===== src/rtl/ifft_twiddle_sequencer_if.sv =====
// Handshake bundle between the twiddle sequencer and the butterfly datapath.
// The master side drives ROM address, qualifiers and run status.
interface ifft_twiddle_sequencer_if #(
  parameter int ADDR_W = 5,
  parameter int STG_W  = 3,
  parameter int BF_W   = 2
);
  logic              start;
  logic              tw_ready;
  logic [ADDR_W-1:0] rom_addr;
  logic              tw_valid;
  logic [STG_W-1:0]  tw_stage;
  logic [BF_W-1:0]   tw_bf;
  logic              tw_last_stage_entry;
  logic              tw_last;
  logic              busy;
  logic              done;

  modport master (
    input  start,
    input  tw_ready,
    output rom_addr,
    output tw_valid,
    output tw_stage,
    output tw_bf,
    output tw_last_stage_entry,
    output tw_last,
    output busy,
    output done
  );

  modport slave (
    output start,
    output tw_ready,
    input  rom_addr,
    input  tw_valid,
    input  tw_stage,
    input  tw_bf,
    input  tw_last_stage_entry,
    input  tw_last,
    input  busy,
    input  done
  );
endinterface


===== src/rtl/ifft_twiddle_sequencer.sv =====
// Twiddle ROM address sequencer: walks stage/butterfly order and streams
// the registered ROM outputs to the datapath under valid/ready.
module ifft_twiddle_sequencer #(
  parameter int NUM_STAGES   = 7,
  parameter int BF_PER_STAGE = 4,
  parameter int ADDR_W       = 5
) (
  input  logic clk,
  input  logic rst,
  ifft_twiddle_sequencer_if.master tw_if
);

  localparam int STG_W = (NUM_STAGES > 1) ? $clog2(NUM_STAGES) : 1;
  localparam int BF_W  = (BF_PER_STAGE > 1) ? $clog2(BF_PER_STAGE) : 1;
  localparam int BF_SH = $clog2(BF_PER_STAGE);

  localparam logic [STG_W-1:0] STG_MAX = STG_W'(NUM_STAGES - 1);
  localparam logic [BF_W-1:0]  BF_MAX  = BF_W'(BF_PER_STAGE - 1);

  localparam logic [1:0] S_IDLE  = 2'd0;
  localparam logic [1:0] S_PRIME = 2'd1;
  localparam logic [1:0] S_RUN   = 2'd2;
  localparam logic [1:0] S_DONE  = 2'd3;

  logic [1:0]       r_state;
  logic [STG_W-1:0] r_stage;
  logic [BF_W-1:0]  r_bf;

  logic              w_run;
  logic              w_fire;
  logic              w_lse;
  logic              w_last;
  logic [STG_W-1:0]  w_stage_nxt;
  logic [BF_W-1:0]   w_bf_nxt;
  logic [ADDR_W-1:0] w_addr_cur;
  logic [ADDR_W-1:0] w_addr_nxt;
  logic [ADDR_W-1:0] w_rom_addr;

  assign w_run  = (r_state == S_RUN);
  assign w_fire = w_run & tw_if.tw_ready;
  assign w_lse  = w_run & (r_bf == BF_MAX);
  assign w_last = w_lse & (r_stage == STG_MAX);

  assign w_bf_nxt    = w_lse ? '0 : r_bf + 1'b1;
  assign w_stage_nxt = w_lse ? r_stage + 1'b1 : r_stage;

  // BF_PER_STAGE is a power of two, so s*BF+b is a shift-or
  assign w_addr_cur = (ADDR_W'(r_stage) << BF_SH)
                    | ADDR_W'(r_bf);
  assign w_addr_nxt = (ADDR_W'(w_stage_nxt) << BF_SH)
                    | ADDR_W'(w_bf_nxt);

  // Lookahead on fire because the ROM data is registered
  always_comb begin
    w_rom_addr = '0;
    if (w_run) begin
      if (w_fire)
        w_rom_addr = w_last ? '0 : w_addr_nxt;
      else
        w_rom_addr = w_addr_cur;
    end
  end

  always_ff @(posedge clk) begin
    if (rst) begin
      r_state <= S_IDLE;
      r_stage <= '0;
      r_bf    <= '0;
    end else begin
      unique case (r_state)
        S_IDLE: begin
          r_stage <= '0;
          r_bf    <= '0;
          if (tw_if.start)
            r_state <= S_PRIME;
        end
        S_PRIME: r_state <= S_RUN;
        S_RUN: begin
          if (w_fire) begin
            if (w_last) begin
              r_state <= S_DONE;
              r_stage <= '0;
              r_bf    <= '0;
            end else begin
              r_stage <= w_stage_nxt;
              r_bf    <= w_bf_nxt;
            end
          end
        end
        S_DONE:  r_state <= S_IDLE;
        default: r_state <= S_IDLE;
      endcase
    end
  end

  assign tw_if.rom_addr            = w_rom_addr;
  assign tw_if.tw_valid            = w_run;
  assign tw_if.tw_stage            = r_stage;
  assign tw_if.tw_bf               = r_bf;
  assign tw_if.tw_last_stage_entry = w_lse;
  assign tw_if.tw_last             = w_last;
  assign tw_if.busy                = (r_state != S_IDLE);
  assign tw_if.done                = (r_state == S_DONE);

endmodule


===== src/flat_wrapper.sv =====
// flat-port wrapper written by rule: the top's interface ports become plain ports
module ifft_twiddle_sequencer_flat 
#(
  parameter int NUM_STAGES   = 7,
  parameter int BF_PER_STAGE = 4,
  parameter int ADDR_W       = 5
)
  (clk, rst, tw_if_start, tw_if_tw_ready, tw_if_rom_addr, tw_if_tw_valid, tw_if_tw_stage, tw_if_tw_bf, tw_if_tw_last_stage_entry, tw_if_tw_last, tw_if_busy, tw_if_done);
  ifft_twiddle_sequencer_if #(.ADDR_W(ADDR_W), .STG_W(3), .BF_W(2)) tw_if_i ();
  input  logic clk;
  input  logic rst;
  input wire logic [$bits(tw_if_i.start)-1:0] tw_if_start;
  input wire logic [$bits(tw_if_i.tw_ready)-1:0] tw_if_tw_ready;
  output wire logic [$bits(tw_if_i.rom_addr)-1:0] tw_if_rom_addr;
  output wire logic [$bits(tw_if_i.tw_valid)-1:0] tw_if_tw_valid;
  output wire logic [$bits(tw_if_i.tw_stage)-1:0] tw_if_tw_stage;
  output wire logic [$bits(tw_if_i.tw_bf)-1:0] tw_if_tw_bf;
  output wire logic [$bits(tw_if_i.tw_last_stage_entry)-1:0] tw_if_tw_last_stage_entry;
  output wire logic [$bits(tw_if_i.tw_last)-1:0] tw_if_tw_last;
  output wire logic [$bits(tw_if_i.busy)-1:0] tw_if_busy;
  output wire logic [$bits(tw_if_i.done)-1:0] tw_if_done;
  assign tw_if_i.start = tw_if_start;
  assign tw_if_i.tw_ready = tw_if_tw_ready;
  assign tw_if_rom_addr = tw_if_i.rom_addr;
  assign tw_if_tw_valid = tw_if_i.tw_valid;
  assign tw_if_tw_stage = tw_if_i.tw_stage;
  assign tw_if_tw_bf = tw_if_i.tw_bf;
  assign tw_if_tw_last_stage_entry = tw_if_i.tw_last_stage_entry;
  assign tw_if_tw_last = tw_if_i.tw_last;
  assign tw_if_busy = tw_if_i.busy;
  assign tw_if_done = tw_if_i.done;
  ifft_twiddle_sequencer #(.NUM_STAGES(NUM_STAGES), .BF_PER_STAGE(BF_PER_STAGE), .ADDR_W(ADDR_W)) u_core (.clk(clk), .rst(rst), .tw_if(tw_if_i));
endmodule

===== config.mk =====
export PLATFORM = sky130hd
export DESIGN_NAME = ifft_twiddle_sequencer_flat
export DESIGN_NICKNAME = d
export VERILOG_FILES = /design/src/rtl/ifft_twiddle_sequencer_if.sv /design/src/rtl/ifft_twiddle_sequencer.sv /design/src/flat_wrapper.sv
export SDC_FILE = /design/constraint.sdc
export NUM_CORES = 1
export LEC_CHECK = 0
export ABC_AREA = 1
export CORE_AREA = 2 2 39 41
export CTS_BUF_LIST = sky130_fd_sc_hd__clkbuf_4 sky130_fd_sc_hd__clkbuf_8
export DETAILED_ROUTE_END_ITERATION = 10
export DIE_AREA = 0 0 41 43
export GPL_TIMING_DRIVEN = 0
export PLACE_DENSITY = 0.86
export SLEW_MARGIN = 40
export SYNTH_ARGS = -nofsm -noshare
export SYNTH_HDL_FRONTEND = slang
export SYNTH_SLANG_ARGS = --single-unit

===== constraint.sdc =====
create_clock -name clk -period 1.5 [get_ports clk]
set_input_delay 0.3 -clock clk [delete_from_list [all_inputs] [get_ports clk]]
set_output_delay 0.3 -clock clk [all_outputs]
set_load 0.03 [all_outputs]

Yosys cells after proc, flatten, opt, wreduce, memory -nomap -nowiden
Cells that the tools add are included.
{"block": "classes", "n_addsub": 2, "mul": 0, "div_mod_pow": 0, "magnitude_cmp": 0, "eq_ne": 8, "n_shift": 0, "muxes": 15, "bitwise_logic": 5, "n_reduce_logical": 5}
{"operator": "$mux W5", "count": 3}
{"operator": "$mux W2", "count": 6}
{"operator": "$or A5 B2 Y5", "count": 2}
{"operator": "$mux W3", "count": 3}
{"operator": "$pmux W2 S4", "count": 1}
{"operator": "$eq A2 B2 Y1 const B", "count": 3}
{"operator": "$ne A2 B2 Y1 const B", "count": 3}
{"operator": "$pmux W3 S2", "count": 1}
{"operator": "$pmux W2 S2", "count": 1}
{"operator": "$reduce_bool A2 Y1", "count": 2}
{"operator": "$add A3 B1 Y3 const B", "count": 1}
{"operator": "$and A1 B1 Y1", "count": 3}
{"operator": "$eq A3 B3 Y1 const B", "count": 1}
{"operator": "$reduce_and A3 Y1", "count": 1}
{"operator": "$add A2 B1 Y2 const B", "count": 1}
{"operator": "$eq A2 B1 Y1 const B", "count": 1}
{"operator": "$logic_not A2 Y1", "count": 1}
{"operator": "$reduce_and A2 Y1", "count": 1}
{"block": "word_totals", "regBits": 7, "latch_bits": 0, "mem_bits_rw": 0, "rom_bits": 0, "elab_cells": 38, "mem_count": 0}

Depth between registers and ports, before layout
{"block": "depth", "depth_word": 7, "ltp_mapped": 9, "ltp_nobuf": 8}

Worst setup path before layout
Ideal clock, no wire load.
{"block": "synth_path", "path_kind": "register -> output", "startpoint": "register u_core.r_state[0]", "endpoint": "output tw_if_rom_addr[0]", "arrival_ps": 1713, "required_time_ps": 1200, "path_slack_ps": -513, "stages_incl_launch_ff": 6, "path_cell_list": "dfxtp_1 -> inv_1 -> ha_1 -> buf_6 -> nand2_4 -> o21ai_0"}
{"block": "synth_between", "elab_chain_cells": 7}
{"element": "from (decl)", "line_no": "ifft_twiddle_sequencer.sv:25", "text": "logic [1:0] r_state;"}
{"element": "from (signal assigned)", "line_no": "ifft_twiddle_sequencer.sv:66", "text": "r_state <= S_IDLE;"}
{"element": "from (signal assigned)", "line_no": "ifft_twiddle_sequencer.sv:75", "text": "r_state <= S_PRIME;"}
{"element": "from (signal assigned)", "line_no": "ifft_twiddle_sequencer.sv:77", "text": "S_PRIME: r_state <= S_RUN;"}
{"element": "$eq A2 B2 Y1 *", "line_no": "ifft_twiddle_sequencer.sv:39", "text": "assign w_run = (r_state == S_RUN);"}
{"element": "net tw_if_tw_valid", "line_no": "flat_wrapper.sv:15", "text": "output wire logic [$bits(tw_if_i.tw_valid)-1:0] tw_if_tw_valid;"}
{"element": "$and A1 B1 Y1", "line_no": "ifft_twiddle_sequencer.sv:41", "text": "assign w_lse = w_run & (r_bf == BF_MAX);"}
{"element": "$mux W2", "line_no": "ifft_twiddle_sequencer.sv:44", "text": "assign w_bf_nxt = w_lse ? '0 : r_bf + 1'b1;"}
{"element": "$or A5 B2 Y5", "line_no": "ifft_twiddle_sequencer.sv:51", "text": "| ADDR_W'(w_bf_nxt);"}
{"element": "$mux W5", "line_no": "ifft_twiddle_sequencer.sv:58", "text": "w_rom_addr = w_last ? '0 : w_addr_nxt;"}
{"element": "$mux W5", "line_no": "ifft_twiddle_sequencer.sv:57", "text": "if (w_fire)"}
{"element": "$mux W5 *", "line_no": "ifft_twiddle_sequencer.sv:56", "text": "if (w_run) begin"}
{"element": "to (decl)", "line_no": "flat_wrapper.sv:14", "text": "output wire logic [$bits(tw_if_i.rom_addr)-1:0] tw_if_rom_addr;"}
The timed path passes the listed nets; every way through them passes the cells marked *.

Final worst setup path
{"block": "layout_path", "startpoint": "register u_core.r_stage[1], in the netlist u_core.tw_if.tw_stage[1]", "endpoint": "output tw_if_rom_addr[2]"}
{"block": "layout_between", "elab_chain_cells": 5}
{"element": "from (decl)", "line_no": "ifft_twiddle_sequencer.sv:26", "text": "logic [STG_W-1:0] r_stage;"}
{"element": "from (signal assigned)", "line_no": "ifft_twiddle_sequencer.sv:85", "text": "r_stage <= w_stage_nxt;"}
{"element": "$eq A3 B3 Y1", "line_no": "ifft_twiddle_sequencer.sv:42", "text": "assign w_last = w_lse & (r_stage == STG_MAX);"}
{"element": "$and A1 B1 Y1", "line_no": "ifft_twiddle_sequencer.sv:42"}
{"element": "$mux W5", "line_no": "ifft_twiddle_sequencer.sv:58"}
{"element": "$mux W5", "line_no": "ifft_twiddle_sequencer.sv:57"}
{"element": "$mux W5", "line_no": "ifft_twiddle_sequencer.sv:56"}
Every way passes these cells.

==> flow_metrics.env <==
export IMPL_timing_final_max_slew_violations=0
export IMPL_hold_ws_ns=0.4898
export IMPL_netlist_top_cells_area="dfxtp_1 25%, ha_1 14%, nand2_1 11%, inv_1 7.5%, o21ai_2 4.8%"
export IMPL_rsz0062_at_grt="true"
export IMPL_ys_ff_latch=7
export IMPL_finalNonFillerCells=127
export IMPL_syn_num_nets=86
export IMPL_synthMuxAreaShare_pct=0
export IMPL_async_flop_share_pct=0
export IMPL_p_leak_nw=0.4529
export IMPL_worstPathRequired_ns=1.20
export IMPL_clock_skew_final_ns=0.001401
export IMPL_antenna_found_initial=0
export IMPL_ys_seq_area_share_pct=25.45
export IMPL_std_cell_rows=14
export IMPL_initial_utilization_pct=39.78
export IMPL_clkSinkCount=7
export IMPL_place_area_um2=827.0
export IMPL_cts_made_buffers=3
export IMPL_fin_crit_sh_pct=122.3
export IMPL_crit_type="register to primary output"
export IMPL_status="finished with violations"
export IMPL_core_area_um2=1384
export IMPL_place_hpwl_um=1007
export IMPL_grt_max_degree=7
export IMPL_grt_first_pass_wirelength_um=3056
export IMPL_worst_pin_slew_ns=0.3044
export IMPL_drtIter0Drc=27
export IMPL_die_h_um=43
export IMPL_synth_most_common_cell="nand2_1"
export IMPL_relSlewSlack_pct=79.65
export IMPL_drive_above_1_share_pct=57.66
export IMPL_critPathCaptureType="primary output"
export IMPL_synth_top_family_by_area="simple AND/OR/NAND/NOR gates"
export IMPL_yosysWarnings=0
export IMPL_crit_fanout=6
export IMPL_synth_edf_count=0
export IMPL_setup_slack_ns=-0.3351
export IMPL_hp_class="register to register"
export IMPL_synth_xor_area_share_pct=0
export IMPL_n_antenna_cell=0
export IMPL_synthTopCellsByCount="16 x nand2_1, 11 x inv_1, 7 x dfxtp_1"
export IMPL_grt_pass1_vias=665
export IMPL_synth_compound_area_share_pct=18.64
export IMPL_synthAdderAreaFrac_pct=13.64
export IMPL_via_per_inst=5.252
export IMPL_route_detailed_drc=0
export IMPL_fin_crit_ns=1.835
export IMPL_gp_congestion=0.7419
export IMPL_synth_flop_cell="dfxtp_1"
export IMPL_violations="setup timing"
export IMPL_final_nets=122
export IMPL_synth_simple_area_share_pct=31.14
export IMPL_synthCells=76
export IMPL_io_buffers=18
export IMPL_syn_area_per_cell_um2=7.244
export IMPL_dpl_cell_count=110
export IMPL_cts_root_buffer="clkbuf_4"
export IMPL_ys_types=23
export IMPL_die_area_um2=1763
export IMPL_grt_ovfl_total=0
export IMPL_cts_max_level=1
export IMPL_grt_usage_pct=26.71
export IMPL_clock_latency_ns=0.26
export IMPL_arrival_ns=1.54
export IMPL_hold_viol=0
export IMPL_area_growth_pct=86.82
export IMPL_yosysTopAreaCell="dfxtp_1"
export IMPL_power_density_nw_per_um2=1479
export IMPL_setup_tns_final_ns=-1.795
export IMPL_place_ws_ns=-0.6876
export IMPL_die_w_um=41
export IMPL_clkSlewWorstSetupHoldPaths_ns=0.06
export IMPL_io_pins=19
export IMPL_setup_viol=8
export IMPL_vdd_ir_drop_max_uv=1339
export IMPL_cp_start_kind="register"
export IMPL_cts_tree="built"
export IMPL_first_pass_iters=5
export IMPL_num_vias=667
export IMPL_synth_top_area_share_pct=25.45
export IMPL_postLayoutCellArea_um2=1028
export IMPL_post_route_util_pct=74.32
export IMPL_max_cap_violations=0
export IMPL_drt_wl_total_um=2022
export IMPL_p_total_mw=1.521
export IMPL_syn_area_um2=550.5
export IMPL_wl_per_cell_um=15.92
export IMPL_clockBufferDepth=2
export IMPL_max_freq_mhz=544.9
export IMPL_postRouteAntennaNets=0
export IMPL_ctsHoldBuffers=0
## power breakdown
part / total, mW / switching [mW] / internal (mW)
Clock: 0.205 / 0.0842 / 0.121
Sequential: 0.272 / 0.0418 / 0.230
Combinational: 1.04 / 0.579 / 0.465
Total: 1.52 / 0.705 / 0.816
## registers in the layout (all words and copies together), names as in the netlist
signal	count
u_core.tw_if.tw_stage	3
u_core.r_state	2
u_core.tw_if.tw_bf	2
## critical path, stage by stage, from the launching register on
cell and delay (ns):
dfxtp_2 0.41, ha_1 0.20, nand2_2 0.12, nor2_4 0.18
nor2_4 0.06, o21ai_2 0.09, o21ai_4 0.08, buf_6 0.14
## worst paths after layout
check | from | end | slack (ns) | cells after the start
worst min-delay path | u_core.tw_if.tw_bf[0] | u_core.tw_if.tw_bf[0] | 0.49 | 2
worst max register to register | u_core.r_state[0] | u_core.r_state[1] | 0.05 | 10
worst min register to register | u_core.tw_if.tw_bf[0] | u_core.tw_if.tw_bf[0] | 0.49 | 2
worst max-delay path | u_core.tw_if.tw_stage[1] | tw_if_rom_addr[2] | -0.34 | 7
## layer usage
layer | global-route usage, % | part of all wire (%) | up-vias
li1 | - | - | 314
met1 | 34.53 | 41 | 313
met5 | 0 | 0 | -
met4 | 8.000 | 1.5 | 0
met2 | 42.19 | 52 | 34
met3 | 6.283 | 6.1 | 6
## final cells by class
| cell class | instances | area, um^2 |
|---|---|---|
| multi-input cells | 55 | 466.7 |
| fillers | 99 | 355.3 |
| repair buffers | 31 | 279.0 |
| flip-flops and latches | 7 | 152.6 |
| inverters | 13 | 60.06 |
| clock buffers | 4 | 30.03 |
| plain buffers | 1 | 20.02 |
| well taps | 16 | 20.02 |
## cell families (layout without fill, tap and decap cells)
family	count (synthesis)	count (layout)
AOI/OAI and AO/OA	15	15
adders and majority gates	6	6
buffers and inverters	14	49
DFF	7	7
and+or+nand+nor	34	34
## placed cells by master, fill, tap and decap left out, types with 2 or more instances in the layout
| master | count |
|---|---|
| dlygate4sd2_1 | 6 |
| nor2_4 | 2 |
| ha_4 | 2 |
| buf_4 | 13 |
| dfxtp_2 | 4 |
| ha_1 | 3 |
| inv_2 | 3 |
| inv_1 | 7 |
| nor2_1 | 5 |
| clkdlybuf4s50_1 | 3 |
| nand2_2 | 5 |
| clkbuf_4 | 4 |
| a21oi_1 | 4 |
| nand3_1 | 2 |
| nand2_1 | 11 |
| nand2_8 | 2 |
| dfxtp_4 | 2 |
| buf_6 | 7 |
| a21oi_2 | 2 |
| o21ai_2 | 3 |
| o21ai_4 | 3 |
| nand3_2 | 2 |
## repair_timing
| action | CTS | global route |
|---|---|---|
| setup endpoints to repair | 15 | 16 |
| pin swaps | 8 | 4 |
| setup buffers | 11 | 2 |
| gates resized for setup | 74 | 9 |
| cloned | 1 | 0 |
Power figures use the tool's default switching activity.
